**src/rtl/id_stage_fwd.sv**
```systemverilog
// id_stage_fwd: instruction-decode stage for a 5-stage MIPS-style pipeline.
// Reads the register file, forwards operands from EX/MEM and MEM/WB, detects
// load-use / branch-operand hazards, resolves branches and jumps in decode and
// registers EX-bound fields into the ID/EX pipeline register.
// Optional build macro ID_STALL_CNT_EN adds a saturating hazard-cycle counter
// on output id_stall_count.
module id_stage_fwd #(
  parameter int DATA_W  = 32,
  parameter int RADDR_W = 5,
  parameter int CTL_W   = 12
) (
  input  logic               clock,
  input  logic               reset,
  input  logic               if_id_valid,
  input  logic [31:0]        if_id_instruc,
  input  logic [DATA_W-1:0]  if_id_nextpc,
  input  logic [CTL_W-1:0]   ctl_bundle,
  input  logic               ctl_writereg,
  input  logic               ctl_readmem,
  input  logic               ctl_regdst_rd,
  input  logic               ctl_zeroext,
  input  logic [1:0]         ctl_brtype,
  input  logic               ctl_usesrt,
  output logic [RADDR_W-1:0] id_reg_addra,
  output logic [RADDR_W-1:0] id_reg_addrb,
  input  logic [DATA_W-1:0]  reg_id_dataa,
  input  logic [DATA_W-1:0]  reg_id_datab,
  input  logic               exmem_writereg,
  input  logic [RADDR_W-1:0] exmem_regdest,
  input  logic [DATA_W-1:0]  exmem_value,
  input  logic               memwb_writereg,
  input  logic [RADDR_W-1:0] memwb_regdest,
  input  logic [DATA_W-1:0]  memwb_value,
  input  logic               ex_id_stall,
  input  logic               id_flush,
  output logic               id_if_stall,
  output logic               id_if_selpcsource,
  output logic [DATA_W-1:0]  id_if_target,
  output logic               id_ex_valid,
  output logic [CTL_W-1:0]   id_ex_ctl,
  output logic               id_ex_writereg,
  output logic               id_ex_readmem,
  output logic [DATA_W-1:0]  id_ex_rega,
  output logic [DATA_W-1:0]  id_ex_regb,
  output logic [DATA_W-1:0]  id_ex_imedext,
  output logic [4:0]         id_ex_shiftamt,
  output logic [RADDR_W-1:0] id_ex_regdest
`ifdef ID_STALL_CNT_EN
  ,
  output logic [31:0]        id_stall_count
`endif
);

  // Youngest in-flight writer wins; register 0 is hard-wired and never forwarded.
  function automatic logic [DATA_W-1:0] fwd_operand(
    input logic [RADDR_W-1:0] r,
    input logic [DATA_W-1:0]  rf_data,
    input logic               exw,
    input logic [RADDR_W-1:0] exd,
    input logic [DATA_W-1:0]  exv,
    input logic               mww,
    input logic [RADDR_W-1:0] mwd,
    input logic [DATA_W-1:0]  mwv
  );
    if (r == '0)                 return rf_data;
    else if (exw && (exd == r))  return exv;
    else if (mww && (mwd == r))  return mwv;
    else                         return rf_data;
  endfunction

  function automatic logic signed [DATA_W-1:0] ext_imm(
    input logic [15:0] imm,
    input logic        zext
  );
    if (zext) return $signed({{(DATA_W-16){1'b0}}, imm});
    else      return $signed({{(DATA_W-16){imm[15]}}, imm});
  endfunction

  logic [RADDR_W-1:0]        rs, rt, dest;
  logic [DATA_W-1:0]         opa, opb;
  logic signed [DATA_W-1:0]  imm_ext;
  logic [DATA_W-1:0]         br_target, j_target;
  logic                      hazard, take;
  logic                      unused_opcode;

  logic               valid_q, valid_d;
  logic [CTL_W-1:0]   ctl_q, ctl_d;
  logic               wr_q, wr_d;
  logic               rm_q, rm_d;
  logic [DATA_W-1:0]  rega_q, rega_d;
  logic [DATA_W-1:0]  regb_q, regb_d;
  logic [DATA_W-1:0]  imm_q, imm_d;
  logic [4:0]         sh_q, sh_d;
  logic [RADDR_W-1:0] dest_q, dest_d;

  assign rs            = RADDR_W'(if_id_instruc[25:21]);
  assign rt            = RADDR_W'(if_id_instruc[20:16]);
  assign dest          = ctl_regdst_rd ? RADDR_W'(if_id_instruc[15:11]) : rt;
  assign id_reg_addra  = rs;
  assign id_reg_addrb  = rt;
  assign unused_opcode = ^if_id_instruc[31:26];

  assign opa = fwd_operand(rs, reg_id_dataa, exmem_writereg, exmem_regdest, exmem_value,
                           memwb_writereg, memwb_regdest, memwb_value);
  assign opb = fwd_operand(rt, reg_id_datab, exmem_writereg, exmem_regdest, exmem_value,
                           memwb_writereg, memwb_regdest, memwb_value);

  assign imm_ext   = ext_imm(if_id_instruc[15:0], ctl_zeroext);
  assign br_target = if_id_nextpc + $unsigned(imm_ext <<< 2);
  assign j_target  = {if_id_nextpc[DATA_W-1:28], if_id_instruc[25:0], 2'b00};

  // Hazard: producer still in EX whose result is not yet forwardable to this consumer.
  always_comb begin
    logic producer, src_match;
    producer  = valid_q && wr_q && (dest_q != '0);
    src_match = (dest_q == rs) || (ctl_usesrt && (dest_q == rt));
    hazard    = if_id_valid && producer && src_match && (rm_q || ctl_brtype[1]);
  end

  assign id_if_stall = hazard | ex_id_stall;

  // Branch/jump resolution on forwarded operands; a stalled decode never redirects.
  always_comb begin
    take         = 1'b0;
    id_if_target = br_target;
    unique case (ctl_brtype)
      2'b01: begin take = 1'b1;         id_if_target = j_target; end
      2'b10:       take = (opa == opb);
      2'b11:       take = (opa != opb);
      default:     take = 1'b0;
    endcase
    id_if_selpcsource = if_id_valid && !id_if_stall && take;
  end

  // ID/EX next state: flush beats stall beats bubble beats load.
  always_comb begin
    valid_d = valid_q;  ctl_d  = ctl_q;   wr_d   = wr_q;   rm_d   = rm_q;
    rega_d  = rega_q;   regb_d = regb_q;  imm_d  = imm_q;  sh_d   = sh_q;
    dest_d  = dest_q;
    if (id_flush) begin
      valid_d = 1'b0;  wr_d = 1'b0;  rm_d = 1'b0;
    end else if (ex_id_stall) begin
      valid_d = valid_q;
    end else if (hazard) begin
      valid_d = 1'b0;  wr_d = 1'b0;  rm_d = 1'b0;
    end else begin
      valid_d = if_id_valid;
      ctl_d   = ctl_bundle;
      wr_d    = if_id_valid & ctl_writereg;
      rm_d    = if_id_valid & ctl_readmem;
      rega_d  = opa;
      regb_d  = opb;
      imm_d   = $unsigned(imm_ext);
      sh_d    = if_id_instruc[10:6];
      dest_d  = dest;
    end
  end

  // ---- ID/EX pipeline register ----
  always_ff @(posedge clock or negedge reset) begin
    if (!reset) begin
      valid_q <= 1'b0;  ctl_q  <= '0;  wr_q  <= 1'b0;  rm_q <= 1'b0;
      rega_q  <= '0;    regb_q <= '0;  imm_q <= '0;    sh_q <= '0;
      dest_q  <= '0;
    end else begin
      valid_q <= valid_d;  ctl_q  <= ctl_d;   wr_q  <= wr_d;   rm_q <= rm_d;
      rega_q  <= rega_d;   regb_q <= regb_d;  imm_q <= imm_d;  sh_q <= sh_d;
      dest_q  <= dest_d;
    end
  end

  assign id_ex_valid    = valid_q;
  assign id_ex_ctl      = ctl_q;
  assign id_ex_writereg = wr_q;
  assign id_ex_readmem  = rm_q;
  assign id_ex_rega     = rega_q;
  assign id_ex_regb     = regb_q;
  assign id_ex_imedext  = imm_q;
  assign id_ex_shiftamt = sh_q;
  assign id_ex_regdest  = dest_q;

`ifdef ID_STALL_CNT_EN
  logic [31:0] stall_cnt_q, stall_cnt_d;

  // Count hazard cycles, sticking at all-ones.
  always_comb begin
    stall_cnt_d = stall_cnt_q;
    if (hazard && (stall_cnt_q != 32'hFFFF_FFFF)) stall_cnt_d = stall_cnt_q + 32'd1;
  end

  // Hazard counter register.
  always_ff @(posedge clock or negedge reset) begin
    if (!reset) stall_cnt_q <= '0;
    else        stall_cnt_q <= stall_cnt_d;
  end

  assign id_stall_count = stall_cnt_q;
`endif

endmodule

```
**config.mk**
```make
export PLATFORM = sky130hd
export DESIGN_NAME = id_stage_fwd
export DESIGN_NICKNAME = d
export VERILOG_FILES = /design/src/rtl/id_stage_fwd.sv
export SDC_FILE = /design/constraint.sdc
export NUM_CORES = 1
export LEC_CHECK = 0
export CORE_MARGIN = 2
export CORE_UTILIZATION = 35
export DETAILED_ROUTE_END_ITERATION = 10
export PLACE_DENSITY = 0.82
export SKIP_CTS_REPAIR_TIMING = 1
export SLEW_MARGIN = 20
export SYNTH_ARGS = -nofsm -noshare
export SYNTH_HDL_FRONTEND = slang
export SYNTH_SLANG_ARGS = --single-unit
```
**constraint.sdc**
```tcl
create_clock -name clock -period 4.6 [get_ports clock]
set_clock_uncertainty 0.05 [all_clocks]
set_input_delay 0.46 -clock clock [delete_from_list [all_inputs] [get_ports clock]]
set_output_delay 0.46 -clock clock [all_outputs]
set_load 0.01 [all_outputs]
```
* After elaboration in Yosys (flattened, before gate mapping)
Cells that the tools add are included.
** Storage, ports and cells
- Bits in writable memories :: 0
- Input bits :: 228
- Memories :: 0
- Bits in registers :: 121
- Bits in latches :: 0
- Bits in read-only memories :: 0
- Word-level logic and storage cells :: 66
** Operators by class
- Magnitude comparators :: 0
- Divide/modulo/power cells :: 0
- Reduce and logical (&&, ||, !) cells :: 19
- Eq/ne operators :: 12
- $add $sub $neg :: 1
- Multiply operators :: 0
- Bitwise operators :: 6
- Multiplexer cells :: 19
- Shifts and indexed selects :: 0
** Operators with widths (count)
- $mux 32 :: 8
- $add 32x32->32 :: 1
- $eq 32x32->1 :: 1
- $ne 32x32->1 :: 1
- $eq 5x5->1 :: 6
- $logic_and 1x1->1 :: 12
- $logic_not 5->1 :: 2
- $mux 1 :: 9
- $mux 5 :: 1
- $reduce_bool 5->1 :: 1
- $eq 2x2->1 const B :: 2
- $not 1->1 :: 3
- $pmux 1 s3 :: 1
- $reduce_and 3->1 :: 1
- $and 1x1->1 :: 2
- $eq 2x1->1 const B :: 1
- $logic_or 1x1->1 :: 2
- $ne 2x1->1 const B :: 1
- $logic_not 1->1 :: 1
- $or 1x1->1 :: 1

* Depth between registers and ports, before layout
Gate-level depths: netlist (run 1).
- Word-level depth :: 9
- Gate-level depth with buffers :: 13
- Gate-level depth less buffers :: 13

* Least setup slack after synthesis (run 1)
Ideal clock, no wire load.
- Path type :: in2out
- Start :: input port ctl_zeroext
- End :: output port id_if_target[31]
- Data arrival time :: 3.013 ns
- Stages on the path :: 13
- Path slack :: 1.077 ns
- Required time :: 4.090 ns
- Cells stage by stage :: nand2b_1 > inv_1 > ha_1 > a21o_1 > a21o_1 > a21oi_1 > nor2b_1 > a31o_1 > o211ai_1 > nand2_1 > a2111oi_0 > o31ai_1 > xnor2_1
** Between the ends
- Cells in the longest elaborated chain, start to end :: 3
** Ends and longest elaborated chain
- start: declaration :: line 21 : input logic ctl_zeroext,
- $mux 32 :: line 75 : if (zext) return $signed({{(DATA_W-16){1'b0}}, imm});
- named net imm_ext[16] :: line 81 : logic signed [DATA_W-1:0] imm_ext;
- $add 32x32->32 :: line 109 : assign br_target = if_id_nextpc + $unsigned(imm_ext <<< 2);
- $mux 32 :: line 126 : unique case (ctl_brtype)
- end: declaration :: line 38 : output logic [DATA_W-1:0] id_if_target,
The timed path passes the listed nets, and every way through them passes these cells.

* Worst setup path after layout (run 1)
- Start :: input port if_id_instruc[1]
- End :: output port id_if_target[25]
** Between the ends
- Cells in the longest elaborated chain, start to end :: 3
** Ends and longest elaborated chain
- start: declaration :: line 15 : input logic [31:0] if_id_instruc,
- $mux 32 :: line 75
- $add 32x32->32 :: line 109
- $mux 32 :: line 126
No other way between the ends.

==> results.py, run 1 <==
metrics = {
    "status": {
        "status": "finished clean",
    },
    "final_layout": {
        "ff_latch_area_um2": 2530,
        "areaGrowthSynthToFinish_pct": 67.3,
        "diodes": 0,
        "layout-drive-gt1-share": 0.176,
        "final_net_count": 1580,
        "multi_input_area_um2": 4990,
        "fillers": 1875,
        "fin_area_um2": 13100,
    },
    "synthesis": {
        "avgSynthCellArea_um2": 8.68,
        "synth-edff-count": 0,
        "synth_cell_type_count": 62,
        "syn_nets": 1161,
        "ys.flop_type": "dfrtp_1",
        "syn_area_um2": 7840,
        "ys_seq_elements": 101,
        "synth_cells": 903,
        "seq_area_frac_synth": 0.323,
        "synth.yosys.warnings": 0,
        "async_flop_share": 1.00,
    },
    "floorplanning": {
        "die_area_um2": 23600,
        "rows": 54,
        "io_pins": 393,
        "chipHeight_um": 154,
        "core_um2": 21900,
        "initial_core_util": 0.358,
        "die_x_um": 154,
    },
    "critical_path": {
        "cp.depth": 15,
        "ff2ff_path_depth": 9,
        "critPathMaxStageDelay_ns": 0.57,
        "worst-setup-path-type": "in -> out",
        "worstPathArrival_ns": 3.90,
        "cp.buffers_inverters": 4,
        "cp_data_required_time_ns": 4.09,
        "crit_chain": "clkdlybuf4s50_1 -> ha_1 -> a21o_1 -> a21oi_1 -> o21ai_1 -> a2111oi_4 -> buf_4 -> nor3_1 -> buf_4 -> o31ai_1 -> nand2b_1 -> a21oi_1 -> nand4b_1 -> o211ai_1 -> clkdlybuf4s50_1",
        "crit_family": "compound AO/OA/AOI/OAI gates",
        "crit_slowest_cell": "clkdlybuf4s50_1",
        "start_kind": "input port",
        "path_max_fanout": 3,
        "crit_path_end_kind": "output port",
    },
    "cts": {
        "cts_buffer_depth": 2,
        "tritoncts": "built",
        "cts_max_level": 3,
        "cts_buffers": 9,
        "insertion_delay_ns": 0.35,
        "clock_sinks": 101,
        "root_buffer": "clkbuf_16",
        "clk_pin_slew_worst_paths_ns": 0.07,
    },
    "power": {
        "pwr-share-comb": 0.446,
        "p_leak_nw": 5.47,
        "internal_power_mw": 2.24,
        "clkPwrFrac": 0.226,
        "p_total_mw": 3.35,
        "switching_power_mw": 1.11,
        "swShare": 0.332,
        "peakVddDrop_mv": 0.167,
        "p_per_area_nw_per_um2": 256,
        "pwr-share-seq": 0.328,
    },
    "timing": {
        "worst_hold_slack_ns": 0.0909,
        "relSlewSlack": 0.488,
        "setup_violations": 0,
        "fin_crit_ns": 4.41,
        "finalMaxSlewViolations": 0,
        "rsz0062_at_grt": "false",
        "period_share": 0.959,
        "worstMarginPinSlew_ns": 0.768,
        "hold_viol_final": 0,
        "fmax_ghz": 0.227,
    },
    "global_routing": {
        "grt_pass1_wl_mm": 49.9,
        "grt_usage": 0.265,
        "grt_pass1_vias": 9070,
        "grt_overflow": 0,
        "grt_max_degree": 156,
        "antenna_found_initial": 1,
    },
    "routing": {
        "drt_iter0_markers": 619,
        "vias": 8881,
        "ant_nets": 0,
        "wl_per_cell_um": 20.4,
        "first_pass_iters": 5,
        "totalWireLength_mm": 32.8,
        "drcViolationCount": 0,
        "via_per_inst": 5.53,
    },
    "place": {
        "dp_hpwl_mm": 25.4,
        "placed_cell_area_um2": 12500,
        "io_buffers": 386,
        "gp_congestion": 0.900,
    },
    "hold_path": {
        "hp-class": "in -> async",
    },
    "job": {
        "drv_cap": 0,
    },
}
[power groups by stage]
stage	clock [mW]	combinational, mW	sequential (mW)
6_report	0.759	1.49	1.10
5_1_grt	0.807	1.60	1.12
3_5_place_dp	0	1.45	1.12
3_3_place_gp	0	1.43	1.11
2_1_floorplan	0	0.564	1.17
4_1_cts	0.781	1.46	1.10
[path summary, 6_finish.rpt]
path	startpoint	end	slack, ns
worst max-delay path	if_id_instruc[1]	id_if_target[25]	0.19
worst min-delay path	reset	id_ex_imedext[15]	0.09
worst max register to register	id_ex_regdest[0]	id_ex_rega[13]	2.02
worst min register to register	id_ex_imedext[4]	id_ex_imedext[4]	0.46
max in group asynchronous	reset	id_ex_ctl[7]	3.48
min in group clock	id_ex_imedext[4]	id_ex_imedext[4]	0.46
[worst register-to-register path: cells and delay by family, from the launching register on]
kind / cells / cell delay (ns)
xor gates and xnor gates: 1 / 0.21
AOI/OAI and AO/OA: 2 / 0.35
muxes: 1 / 0.49
DFF: 1 / 0.47
buffers and inverters: 2 / 0.61
and+or+nand+nor: 3 / 0.28
[layout make-up]
type                    instances  share of cell area
multi-input cells             680               0.381
repair buffers                505               0.371
flip-flops and latches        101               0.193
well taps                     280              0.0267
clock buffers                  10              0.0175
inverters                      25             0.00716
clock inverters                 6             0.00420
[metrics by stage]
step	setup TNS, ns	setup slack, ns	instances	utilization
after detailed placement	-0.572	-0.348	1589	0.570
after floorplan	0	1.08	903	-
final	0	0.190	1607	0.599
after global placement	-0.455	-0.314	1589	0.570
after global routing	0	0.00122	1607	0.599
after CTS	-0.652	-0.364	1605	0.583
[registers in the layout (all words and copies together), names as in the netlist]
register / count
id_ex_rega: 32
id_ex_regb: 32
id_ex_imedext: 17
id_ex_ctl: 12
id_ex_regdest: 5
id_ex_readmem: 1
id_ex_valid: 1
id_ex_writereg: 1
[logic make-up after synthesis]
family / count (synthesis) / synth area share
compound gates: 265 / 0.228
simple gates: 258 / 0.165
buf+inv: 122 / 0.0797
flops: 101 / 0.323
xor+xnor: 80 / 0.0894
mux: 47 / 0.0666
fa+ha+maj: 30 / 0.0489
[synthesized netlist by cell type (3+ instances only)]
cell type | count | area, um^2
nand4b_1 | 4 | 35.0
buf_2 | 22 | 110
buf_1 | 5 | 18.8
mux2i_1 | 6 | 60.1
a22o_1 | 10 | 87.6
o21ai_0 | 9 | 45.0
nand3_1 | 5 | 25.0
buf_4 | 32 | 240
a31oi_1 | 21 | 131
xnor2_1 | 44 | 385
nand4_1 | 8 | 50.1
or2_1 | 3 | 18.8
inv_1 | 25 | 93.8
and2_1 | 9 | 56.3
ha_1 | 29 | 363
dfrtp_1 | 101 | 2530
o21a_1 | 4 | 30.0
clkbuf_1 | 36 | 135
a21o_1 | 10 | 75.1
a21oi_1 | 99 | 495
o31ai_1 | 7 | 52.6
o21ai_1 | 14 | 70.1
nand2b_1 | 7 | 43.8
nor2_1 | 93 | 349
mux2_2 | 41 | 462
o211ai_1 | 5 | 37.5
xor2_1 | 36 | 315
or3_1 | 5 | 31.3
o41ai_1 | 3 | 26.3
nor3b_1 | 3 | 22.5
nand2_1 | 33 | 124
and3_1 | 39 | 244
o2bb2ai_1 | 10 | 87.6
nor4_1 | 7 | 43.8
nor2b_1 | 4 | 25.0
a22oi_1 | 14 | 105
a221oi_1 | 31 | 272
a221oi_2 | 3 | 45.0
a2bb2oi_1 | 10 | 87.6
nor3_1 | 30 | 150
[cells in the final DEF, fill, tap and decap left out, types with 6 or more instances in the layout]
cell type	instances
xnor2_1	44
and3_1	39
buf_12	6
o2bb2ai_1	9
a2bb2oi_1	6
inv_1	25
a22o_1	10
buf_4	111
a221oi_2	28
nand2b_1	7
nand2_1	33
o21ai_1	13
o21ai_0	9
a21o_1	10
a22oi_1	14
clkbuf_16	9
mux2i_1	6
dlymetal6s2s_1	8
dfrtp_1	101
clkdlybuf4s50_1	377
and2_1	7
a31oi_1	21
xor2_1	36
nor3_1	27
a21oi_1	96
a221oi_1	6
nor2_1	92
mux2_2	41
ha_1	29
nand4_1	8
[metal layers]
metal | GRT usage | wire length, um | up-vias
met3 | 0.0688 | 2950 | 91
met5 | 0 | 13 | -
met1 | 0.304 | 12000 | 4165
li1 | - | - | 4109
met2 | 0.472 | 16500 | 514
met4 | 0.101 | 1230 | 2
No activity file was read; power rests on OpenSTA's default activity.
==> run 2, diff against run 1 <==
--- a/config.mk
+++ b/config.mk
@@ -5,10 +5,10 @@
 export SDC_FILE = /design/constraint.sdc
 export NUM_CORES = 1
 export LEC_CHECK = 0
-export CORE_MARGIN = 2
+export ABC_AREA = 1
 export CORE_UTILIZATION = 35
 export DETAILED_ROUTE_END_ITERATION = 10
-export PLACE_DENSITY = 0.82
+export PLACE_DENSITY = 0.79
 export SKIP_CTS_REPAIR_TIMING = 1
 export SLEW_MARGIN = 20
 export SYNTH_ARGS = -nofsm -noshare
==> results.py, run 2 <==
metrics = {
    "final_layout": {
        "areaGrowthSynthToFinish_pct": 49.7,
        "multi_input_area_um2": 5540,
        "final_net_count": 2149,
        "instances_no_fill": 2227,
        "ff_latch_area_um2": 2530,
        "final_cell_mix": "552 x nand2_1, 379 x clkdlybuf4s50_1, 216 x nor2_1, 148 x inv_1, 143 x o21ai_0",
        "final_common_cell": "nand2_1",
        "layout-drive-gt1-share": 0.0565,
        "fillers": 2529,
    },
    "synthesis": {
        "synth-edff-count": 0,
        "avgSynthCellArea_um2": 5.95,
        "synth_top_area_frac": 0.276,
        "synth.yosys.warnings": 0,
        "synth_cells": 1540,
        "ys_seq_elements": 101,
        "syn_area_um2": 9170,
        "synth_cell_type_count": 50,
        "ys.flop_type": "dfrtp_1",
        "async_flop_share": 1.00,
        "yosys.area.top_type": "dfrtp_1",
        "syn_nets": 1798,
        "synth_common_cells": "552 x nand2_1, 218 x nor2_1, 149 x inv_1, 149 x o21ai_0, 101 x dfrtp_1",
        "seq_area_frac_synth": 0.276,
        "synth_most_common_cell": "nand2_1",
        "synth_area_leaders": "dfrtp_1 28%, nand2_1 23%, nor2_1 8.9%",
    },
    "global_routing": {
        "top_usage_layer": "met2",
        "grt_pass1_vias": 11000,
        "grtUsageMet3": 0.0477,
        "grt_use_met1": 0.344,
        "grt_pass1_wl_mm": 58.0,
        "grt_overflow": 0,
        "grt_usage": 0.281,
        "antenna_found_initial": 2,
        "grt_max_degree": 69,
        "use_met2": 0.494,
    },
    "critical_path": {
        "crit_path_end_kind": "output port",
        "cp_data_required_time_ns": 4.09,
        "start_kind": "input port",
        "worst-setup-path-type": "in -> out",
        "path_max_fanout": 4,
        "worstPathArrival_ns": 3.84,
    },
    "timing": {
        "setup_violations": 0,
        "relSlewSlack": 0.386,
        "worstMarginPinSlew_ns": 0.921,
        "hold_viol_final": 0,
        "setup-tns-final_ns": 0,
        "rsz0062_at_grt": "false",
        "worst_hold_slack_ns": 0.154,
        "period_share": 0.946,
        "finalMaxSlewViolations": 0,
        "fmax_ghz": 0.230,
        "fin_crit_ns": 4.35,
    },
    "cts": {
        "cts_buffers": 9,
        "cts_buffer_depth": 2,
        "clk_pin_slew_worst_paths_ns": 0.07,
        "clock_sinks": 101,
        "tritoncts": "built",
        "cts_max_level": 3,
        "root_buffer": "clkbuf_16",
        "insertion_delay_ns": 0.36,
    },
    "routing": {
        "first_pass_iters": 8,
        "drcViolationCount": 0,
        "drt_iter0_markers": 1007,
        "ant_nets": 0,
        "wl_per_cell_um": 17.1,
        "totalWireLength_mm": 38.2,
        "via_per_inst": 5.10,
        "vias": 11400,
    },
    "power": {
        "p_per_area_nw_per_um2": 255,
        "p_total_mw": 3.50,
        "peakVddDrop_mv": 0.215,
        "p_leak_nw": 6.88,
    },
    "job": {
        "drv_cap": 0,
    },
    "floorplanning": {
        "io_pins": 393,
        "chipHeight_um": 164,
        "initial_core_util": 0.361,
        "die_x_um": 164,
        "rows": 58,
        "core_um2": 25400,
        "die_area_um2": 26800,
    },
    "hold_path": {
        "hp-class": "in -> async",
    },
    "place": {
        "gp_congestion": 0.979,
        "dp_hpwl_mm": 29.9,
        "io_buffers": 386,
        "numPlacedInstances": 2210,
    },
    "status": {
        "status": "finished clean",
    },
}
## run 2: cell types whose count changed after synthesis, moves of 22 or more
cell      delta
nand2_1    +519
o21ai_0    +140
nor2_1     +125
inv_1      +124
a21oi_1     -43
mux2_2      -41
and3_1      -39
nand3_1     +33
xnor2_1     -32
xor2_1      -29
a221oi_1    -27
nor3_1      -27
o21ai_1     +22
## run 2: worst max-delay path: stages
cell and delay, ns:
clkdlybuf4s50_1 0.49, ha_1 0.21, inv_1 0.07, fa_1 0.39, nand3b_1 0.17, nand2_1 0.11, inv_1 0.05, nor2_1 0.08
nor2_1 0.06, o21ai_0 0.15, buf_4 0.15, a21oi_1 0.08, o21ai_1 0.24, a21oi_1 0.17, inv_1 0.08, nand2_1 0.05
nand3b_1 0.08, nand3_1 0.06, o21ai_0 0.12, clkdlybuf4s50_1 0.60
## run 2: where the power goes
group	switching [mW]	internal (mW)
registers	0.0838	1.01
logic	0.722	0.734
clock network	0.363	0.586
## run 2: final timing paths
path | cells after the start | start | slack [ns] | to
max in group asynchronous | 2 | reset | 3.30 | id_ex_imedext[11]
min in group clock | 2 | id_ex_imedext[13] | 0.42 | id_ex_imedext[13]
worst min-delay path | 1 | reset | 0.15 | id_ex_rega[31]
worst max-delay path | 20 | if_id_instruc[0] | 0.25 | id_if_target[24]
worst min register to register | 2 | id_ex_imedext[13] | 0.42 | id_ex_imedext[13]
worst max register to register | 11 | id_ex_regdest[1] | 2.02 | id_ex_imedext[1]
## run 2: area by class of cell
cell class                 count  share of cell area
antenna                        2            0.000365
clock buffer                   9              0.0164
clock inverter                 6             0.00976
inverter                     162              0.0451
multi-input combinational   1189               0.404
sequential                   101               0.184
tap                          330              0.0301
timing repair buffer         428               0.310
## run 2: kinds of logic after synthesis
family                     share of synthesized area
and+or+nand+nor                                0.376
AOI/OAI and AO/OA                              0.167
buffers and inverters                          0.122
DFF                                            0.276
adders and majority gates                     0.0418
xor gates and xnor gates                      0.0182
## run 2: through the flow
| step | cell area [um^2] | util | setup slack [ns] |
|---|---|---|---|
| final | 13700 | 0.540 | 0.246 |
| after global routing | 13700 | 0.540 | 0.0114 |
| after CTS | 13700 | 0.539 | 0.121 |
| after detailed placement | 13300 | 0.525 | 0.160 |
| after global placement | 13300 | 0.525 | 0.201 |
| after floorplan | 9170 | - | 1.38 |
## run 2: layer usage
layer  vias to the layer above  share of wire
met3                        91          0.090
met5                         -        0.00071
met4                         4          0.029
met2                       583           0.49
met1                      5140           0.39
li1                       5539              -
==> run 3, diff against run 2 <==
--- a/config.mk
+++ b/config.mk
@@ -6,6 +6,7 @@
 export NUM_CORES = 1
 export LEC_CHECK = 0
 export ABC_AREA = 1
+export CORE_MARGIN = 2
 export CORE_UTILIZATION = 35
 export DETAILED_ROUTE_END_ITERATION = 10
 export PLACE_DENSITY = 0.79
==> constraint.sdc (replaced) <==
create_clock -name clock -period 5 [get_ports clock]
set_clock_uncertainty 0.05 [all_clocks]
set_input_delay 0.5 -clock clock [delete_from_list [all_inputs] [get_ports clock]]
set_output_delay 0.5 -clock clock [all_outputs]
set_load 0.1 [all_outputs]
==> results.py, run 3 (same netlist as run 2, synthesis figures left out) <==
metrics = {
    "status": {
        "status": "finished clean",
    },
    "floorplanning": {
        "core_um2": 25900,
        "die_x_um": 166,
        "chipHeight_um": 166,
        "rows": 59,
        "die_area_um2": 27500,
        "initial_core_util": 0.354,
        "io_pins": 393,
    },
    "place": {
        "io_buffers": 386,
        "dp_hpwl_mm": 29.5,
        "dp_slack_ns": 0.401,
        "gp_congestion": 0.994,
    },
    "timing": {
        "fin_ws_ns": 0.371,
        "rsz0062_at_grt": "false",
        "finalMaxSlewViolations": 0,
        "hold_viol_final": 0,
        "worstMarginPinSlew_ns": 1.10,
        "fin_crit_ns": 4.63,
        "setup_violations": 0,
        "period_share": 0.926,
        "fmax_ghz": 0.216,
        "setup-tns-final_ns": 0,
        "relSlewSlack": 0.265,
    },
    "final_layout": {
        "fin_util": 0.518,
        "layout-drive-gt1-share": 0.0640,
        "final_net_count": 2127,
        "areaGrowthSynthToFinish_pct": 46.5,
        "final_cell_mix": "552 x nand2_1, 351 x clkdlybuf4s50_1, 216 x nor2_1, 148 x o21ai_0, 148 x inv_1",
        "fillers": 2618,
        "final_common_cell": "nand2_1",
    },
    "critical_path": {
        "path_max_fanout": 17,
        "cp_data_required_time_ns": 4.45,
        "worstPathArrival_ns": 4.08,
        "crit_path_end_kind": "output port",
        "ff2ff_path_depth": 11,
        "reg2reg_to": "id_ex_regb[15]",
        "r2r_slack_ns": 2.16,
        "reg2reg_from": "id_ex_regdest[1]",
        "worst-setup-path-type": "in -> out",
        "start_kind": "input port",
    },
    "global_routing": {
        "grt_overflow": 0,
        "grt_max_degree": 81,
        "grt_pass1_vias": 11000,
        "grt_usage": 0.268,
        "grt_pass1_wl_mm": 58.9,
        "antenna_found_initial": 2,
    },
    "routing": {
        "vias": 11400,
        "ant_nets": 0,
        "via_per_inst": 5.14,
        "totalWireLength_mm": 38.2,
        "drcViolationCount": 0,
        "drt_iter0_markers": 1103,
        "wl_per_cell_um": 17.3,
        "first_pass_iters": 7,
    },
    "cts": {
        "clock_sinks": 101,
        "root_buffer": "clkbuf_16",
        "tritoncts": "built",
        "cts_buffer_depth": 2,
        "cts_buffers": 9,
        "cts_max_level": 3,
        "insertion_delay_ns": 0.35,
        "clk_pin_slew_worst_paths_ns": 0.08,
    },
    "power": {
        "p_leak_nw": 6.74,
        "p_per_area_nw_per_um2": 320,
        "peakVddDrop_mv": 0.225,
    },
    "job": {
        "drv_cap": 0,
    },
    "hold_path": {
        "hp-class": "in -> async",
    },
}
-- run 3: report_power, final --
group | internal [mW] | switching (mW)
Clock | 0.362 | 0.361
Sequential | 0.927 | 0.0751
Combinational | 0.664 | 1.91
-- run 3: cell type report --
cell class              instances  area (um^2)  share of cell area
inverters                     162          616              0.0458
diodes                          1         2.50            0.000186
repair buffers                406         4040               0.301
clock buffers                  10          239              0.0178
well taps                     335          419              0.0312
clock inverters                 6         51.3             0.00382
flip-flops and latches        101         2530               0.188
multi-input cells            1189         5540               0.412
-- run 3: worst max-delay path by stage --
stage	start	cells past startpoint	slack, ns	to
2_1_floorplan	if_id_instruc[0]	14	0.12	id_if_target[22]
3_3_place_gp	if_id_instruc[19]	18	0.46	id_if_selpcsource
3_5_place_dp	if_id_instruc[22]	21	0.40	id_if_selpcsource
4_1_cts	if_id_instruc[22]	21	0.39	id_if_selpcsource
5_1_grt	if_id_instruc[22]	21	0.13	id_if_selpcsource
6_report	if_id_instruc[22]	21	0.37	id_if_selpcsource
-- run 3: layer usage --
| metal | track usage | share of wire |
|---|---|---|
| met3 | 0.0484 | 0.087 |
| met5 | 0 | 0.00034 |
| met2 | 0.461 | 0.48 |
| met4 | 0.0960 | 0.031 |
| met1 | 0.336 | 0.40 |
-- run 3: critical path: stages --
cell	delay, ns
clkdlybuf4s50_1	0.73
inv_2	0.13
nand2_1	0.08
nand2_1	0.06
nor2_2	0.20
nand3_2	0.34
nand2_2	0.30
nand2_1	0.10
buf_4	0.23
nand2_1	0.09
nand2_1	0.08
nand2_1	0.08
nand2_1	0.05
nor2_1	0.16
nand2_1	0.09
nor2_2	0.12
nand3_2	0.15
o21bai_2	0.14
nand2_1	0.06
nor2_1	0.17
buf_12	0.20
-- run 3: metrics by stage --
step | total power, mW | instance area (um^2) | hold WS [ns] | instances
2_1_floorplan | 2.83 | 9170 | 0.154 | 1540
3_3_place_gp | 3.57 | 13100 | 0.403 | 2193
3_5_place_dp | 3.58 | 13100 | 0.407 | 2193
4_1_cts | 4.31 | 13400 | 0.162 | 2209
5_1_grt | 4.47 | 13400 | 0.191 | 2210
6_report | 4.29 | 13400 | 0.143 | 2210
==> variant 1, RTL diff (settings of run 1) <==
Add a define of `ID_STALL_CNT_EN`.
--- a/src/rtl/id_stage_fwd.sv
+++ b/src/rtl/id_stage_fwd.sv
@@ -4,6 +4,8 @@
 // registers EX-bound fields into the ID/EX pipeline register.
 // Optional build macro ID_STALL_CNT_EN adds a saturating hazard-cycle counter
 // on output id_stall_count.
+`define ID_STALL_CNT_EN
+
 module id_stage_fwd #(
   parameter int DATA_W  = 32,
   parameter int RADDR_W = 5,
Formal check against the unedited RTL (old outputs only; new: id_stall_count): equivalent (equiv_simple and equiv_induct, registers matched by name and starting in step).
==> variant 1 against run 1 <==
- cell area is 15% higher
- setup slack gained 0.026 ns
- synthesized area up 16%
- power grew 28%
- sequential cell count is 32 higher
- register-to-register slack got worse by 0.75 ns
- final cell count increased by 14%
- wire length up 17%
- critical path type unchanged
- highest routed layer is now met4
==> variant 1: results (changes against run 1) <==
HPWL after DPL = 29.5 mm (+16%)
number of global-route vias before repair = 10000 (+10%)
synth cell count leaders = dfrtp_1 (133), nor2_1 (116), a21oi_1 (102)
WL/cell = 20.8 µm (+2.0%)
Crit Path Max Fanout = 16 (+13)
LEAKAGE = 6.48 nW (+19%)
r2r endpoint = id_stall_count[26]
multiplexer share of the synthesized area = 4.76% (-1.9 points)
worst r2r src = id_ex_regdest[1]
VDD IR max = 0.000203 V (+21%)
Synth area leaders = dfrtp_1 (37%), xnor2_1 (6.3%), a21oi_1 (5.6%), a221oi_1 (4.9%), nor2_1 (4.8%)
fraction of synthesized cell area in xor and xnor cells = 11.0% (+2.1 points)
CTS buffer count = 17 (+8)
total wire length = 38.2 mm (+17%)
crit path launch = if_id_instruc[19]
routability cong. = 1.00 (+11%)
# H-tree levels = 4 (+1)
initial antenna violation count = 2 (+1)
delay-heaviest family, CP = simple AND/OR/NAND/NOR gates
critical path's slowest cell = or4_4
sequential share of the synthesized area = 36.7% (+4.4 points)
r2r setup slk = 1.27 ns (-0.75 ns)
max incr delay on CP = 0.53 ns (-0.04 ns)
I/O Buffers = 418 (+8.3%)
Via density = 5.44 (-1.5%)
Worst-Skew Late Latency = 0.42 ns (+0.07 ns)
syn_nets = 1270 (+9.4%)
Fill cells = 2135 (+14%)
Synth Area in Compound Gates = 19.4% (-3.4 points)
worst setup path end = id_if_selpcsource
run status = finished, final reports clean
[variant 1: changes by cell type in the layout (fill, tap and decap cells not counted), moves of 15 or more]
cell / before / now
buf_4: 111 / 131
and3_1: 39 / 54
clkdlybuf4s50_1: 377 / 411
nand3_1: 5 / 22
nand2_1: 33 / 50
nor2_1: 92 / 114
a221oi_1: 6 / 25
dfrtp_1: 101 / 133
xnor2_1: 44 / 65
o21ai_0: 9 / 28
[variant 1: metal layers]
layer / wire (µm) / track usage [%]
met4: 1730 / 12.9
met1: 14200 / 30.5
met5: 0 / 0
met3: 3530 / 7.63
met2: 18800 / 46.4
[variant 1: cell families (layout without fill, tap and decap cells)]
| kind of cell | count (synthesis) | in the layout |
|---|---|---|
| fa+ha+maj | 31 | 31 |
| xor+xnor | 114 | 114 |
| simple gates | 323 | 324 |
| compound gates | 264 | 264 |
| flops | 133 | 133 |
| other cells | 0 | 2 |
| buf+inv | 107 | 603 |
| mux | 39 | 39 |
[variant 1: area by class of cell]
type,instances,share of cell area (%)
sequential,133,22.0
antenna,2,0.0330
clock buffer,17,2.81
inverter,16,0.397
clock inverter,15,1.07
timing repair buffer,555,35.0
multi-input combinational,772,36.0
tap,330,2.73
[variant 1: through the flow]
step / setup WS, ns / util (%) / instance area, µm²
after global routing: 0.0198 / 59.8 / 15100
after CTS: -0.640 / 58.5 / 14800
final: 0.216 / 59.8 / 15100
after floorplan: 1.04 / - / 9070
after detailed placement: -0.638 / 56.2 / 14200
after global placement: -0.579 / 56.2 / 14200
[variant 1: report_power, final]
| part | switching [mW] | internal, mW |
|---|---|---|
| Clock | 0.632 | 0.771 |
| Sequential | 0.0934 | 1.29 |
| Combinational | 0.659 | 0.850 |
==> variant 2, RTL diff (flow settings as in run 1) <==
Without the edit above. `imm_q` no longer has a reset.
--- a/src/rtl/id_stage_fwd.sv
+++ b/src/rtl/id_stage_fwd.sv
@@ -160,13 +160,17 @@
   always_ff @(posedge clock or negedge reset) begin
     if (!reset) begin
       valid_q <= 1'b0;  ctl_q  <= '0;  wr_q  <= 1'b0;  rm_q <= 1'b0;
-      rega_q  <= '0;    regb_q <= '0;  imm_q <= '0;    sh_q <= '0;
+      rega_q  <= '0;    regb_q <= '0;  sh_q <= '0;
       dest_q  <= '0;
     end else begin
       valid_q <= valid_d;  ctl_q  <= ctl_d;   wr_q  <= wr_d;   rm_q <= rm_d;
-      rega_q  <= rega_d;   regb_q <= regb_d;  imm_q <= imm_d;  sh_q <= sh_d;
+      rega_q  <= rega_d;   regb_q <= regb_d;  sh_q <= sh_d;
       dest_q  <= dest_d;
     end
+  end
+
+  always_ff @(posedge clock) begin
+    imm_q <= imm_d;
   end
 
   assign id_ex_valid    = valid_q;
Check against the original RTL: not equivalent (a bounded check fails within 4 cycles, from zero or initial values and one cycle with reset low).
==> variant 2 against run 1 <==
- count of clock-buffer cells in the layout unchanged
- synthesized area down 0.43%
- power down 0.57%
- wire length down 1.7%
- cell area down 1.7%
- setup slack worse by 0.024 ns
- register-to-register slack better by 0.02 ns
- worst hold slack worse by 0.028 ns
- first-iteration DRC count down 18%
- sequential power up 5%
- sequential share of layout area up 2.2 points
- sequential cell count up 6
- maximum frequency down 0.53%
==> variant 2: results (changes against run 1) <==
run status = finished, final reports clean
Via density = 5.52 (-0.19%)
Yosys cell types = 58 (-6.5%)
LEAKAGE = 5.34 nW (-2.3%)
Worst-Skew Late Latency = 0.36 ns
Syn Area/Cell = 8.94 µm² (+3.0%)
routability cong. = 0.918 (+2.0%)
r2r endpoint = id_ex_ctl[9]
grt met1 use = 29.9% (-0.48 points)
synth cell count leaders = a21oi_1 (93), dfrtp_1 (89), nor2_1 (85)
worst setup path end = id_if_selpcsource
Critical Path AT = 3.92 ns (+0.02 ns)
number of enable flip-flop cells after synthesis = 18 (+18)
final hold slack = 0.0630 ns (-0.0279 ns)
HPWL after DPL = 25.1 mm (-1.3%)
ys async rst share = 83.2% (-17 points)
Synth area leaders = dfrtp_1 (29%), edfxtp_1 (6.9%), a21oi_1 (6.0%), xnor2_1 (5.5%), ha_1 (4.7%)
GR Layer Usage met3 = 7.77% (+0.89 points)
WL met1 = 12.1 mm (+0.54%)
sequential share of the synthesized area = 35.5% (+3.2 points)
Worst slew margin = 46.5% (-2.3 points)
met2 Use GR = 46.0% (-1.3 points)
r2r setup slk = 2.04 ns (+0.02 ns)
total wire length = 32.2 mm (-1.7%)
syn_nets = 1131 (-2.6%)
Crit Path Max Fanout = 16 (+13)
area post-placement = 12300 µm² (-1.2%)
Placed Cells = 1547 (-2.6%)
multiplexer share of the synthesized area = 5.10% (-1.6 points)
initial antenna violation count = 1 (unchanged)
starting DRC count in detailed routing = 507 (-18%)
VDD IR max = 0.000154 V (-7.8%)
GRT Resource Usage Total = 26.2% (-0.32 points)
worst r2r src = id_ex_regdest[4]
crit path launch = if_id_instruc[25]
total number of vias = 8638 (-2.7%)
largest net degree at the start of global routing = 52 (-67%)
Multi-input gate area = 4720 µm² (-5.3%)
max incr delay on CP = 0.52 ns (-0.05 ns)
Synth Area in Compound Gates = 23.0% (+0.24 points)
pre-CTS setup slack = -0.419 ns (-0.0717 ns)
Fill cells = 1827 (-2.6%)
number of global-route vias before repair = 8675 (-4.4%)
## variant 2: power groups by stage
stage	Clock [mW]	Sequential [mW]	Combinational (mW)
2_1_floorplan	0	1.23	0.519
3_3_place_gp	0	1.18	1.34
3_5_place_dp	0	1.18	1.36
4_1_cts	0.807	1.16	1.37
5_1_grt	0.839	1.18	1.49
6_report	0.782	1.16	1.39
## variant 2: worst max-delay path, delay by kind of cell
| kind | cells | cell delay, ns |
|---|---|---|
| AOI/OAI and AO/OA | 2 | 0.68 |
| buffers and inverters | 5 | 1.36 |
| muxes | 1 | 0.20 |
| and+or+nand+nor | 4 | 0.79 |
| xor gates and xnor gates | 2 | 0.43 |
## variant 2: final cells by class
cell class | count | share of cell area [%]
inverter | 23 | 0.670
clock buffer | 10 | 1.78
timing repair buffer | 483 | 36.2
tap | 280 | 2.72
sequential | 107 | 21.5
multi-input combinational | 657 | 36.7
clock inverter | 6 | 0.456
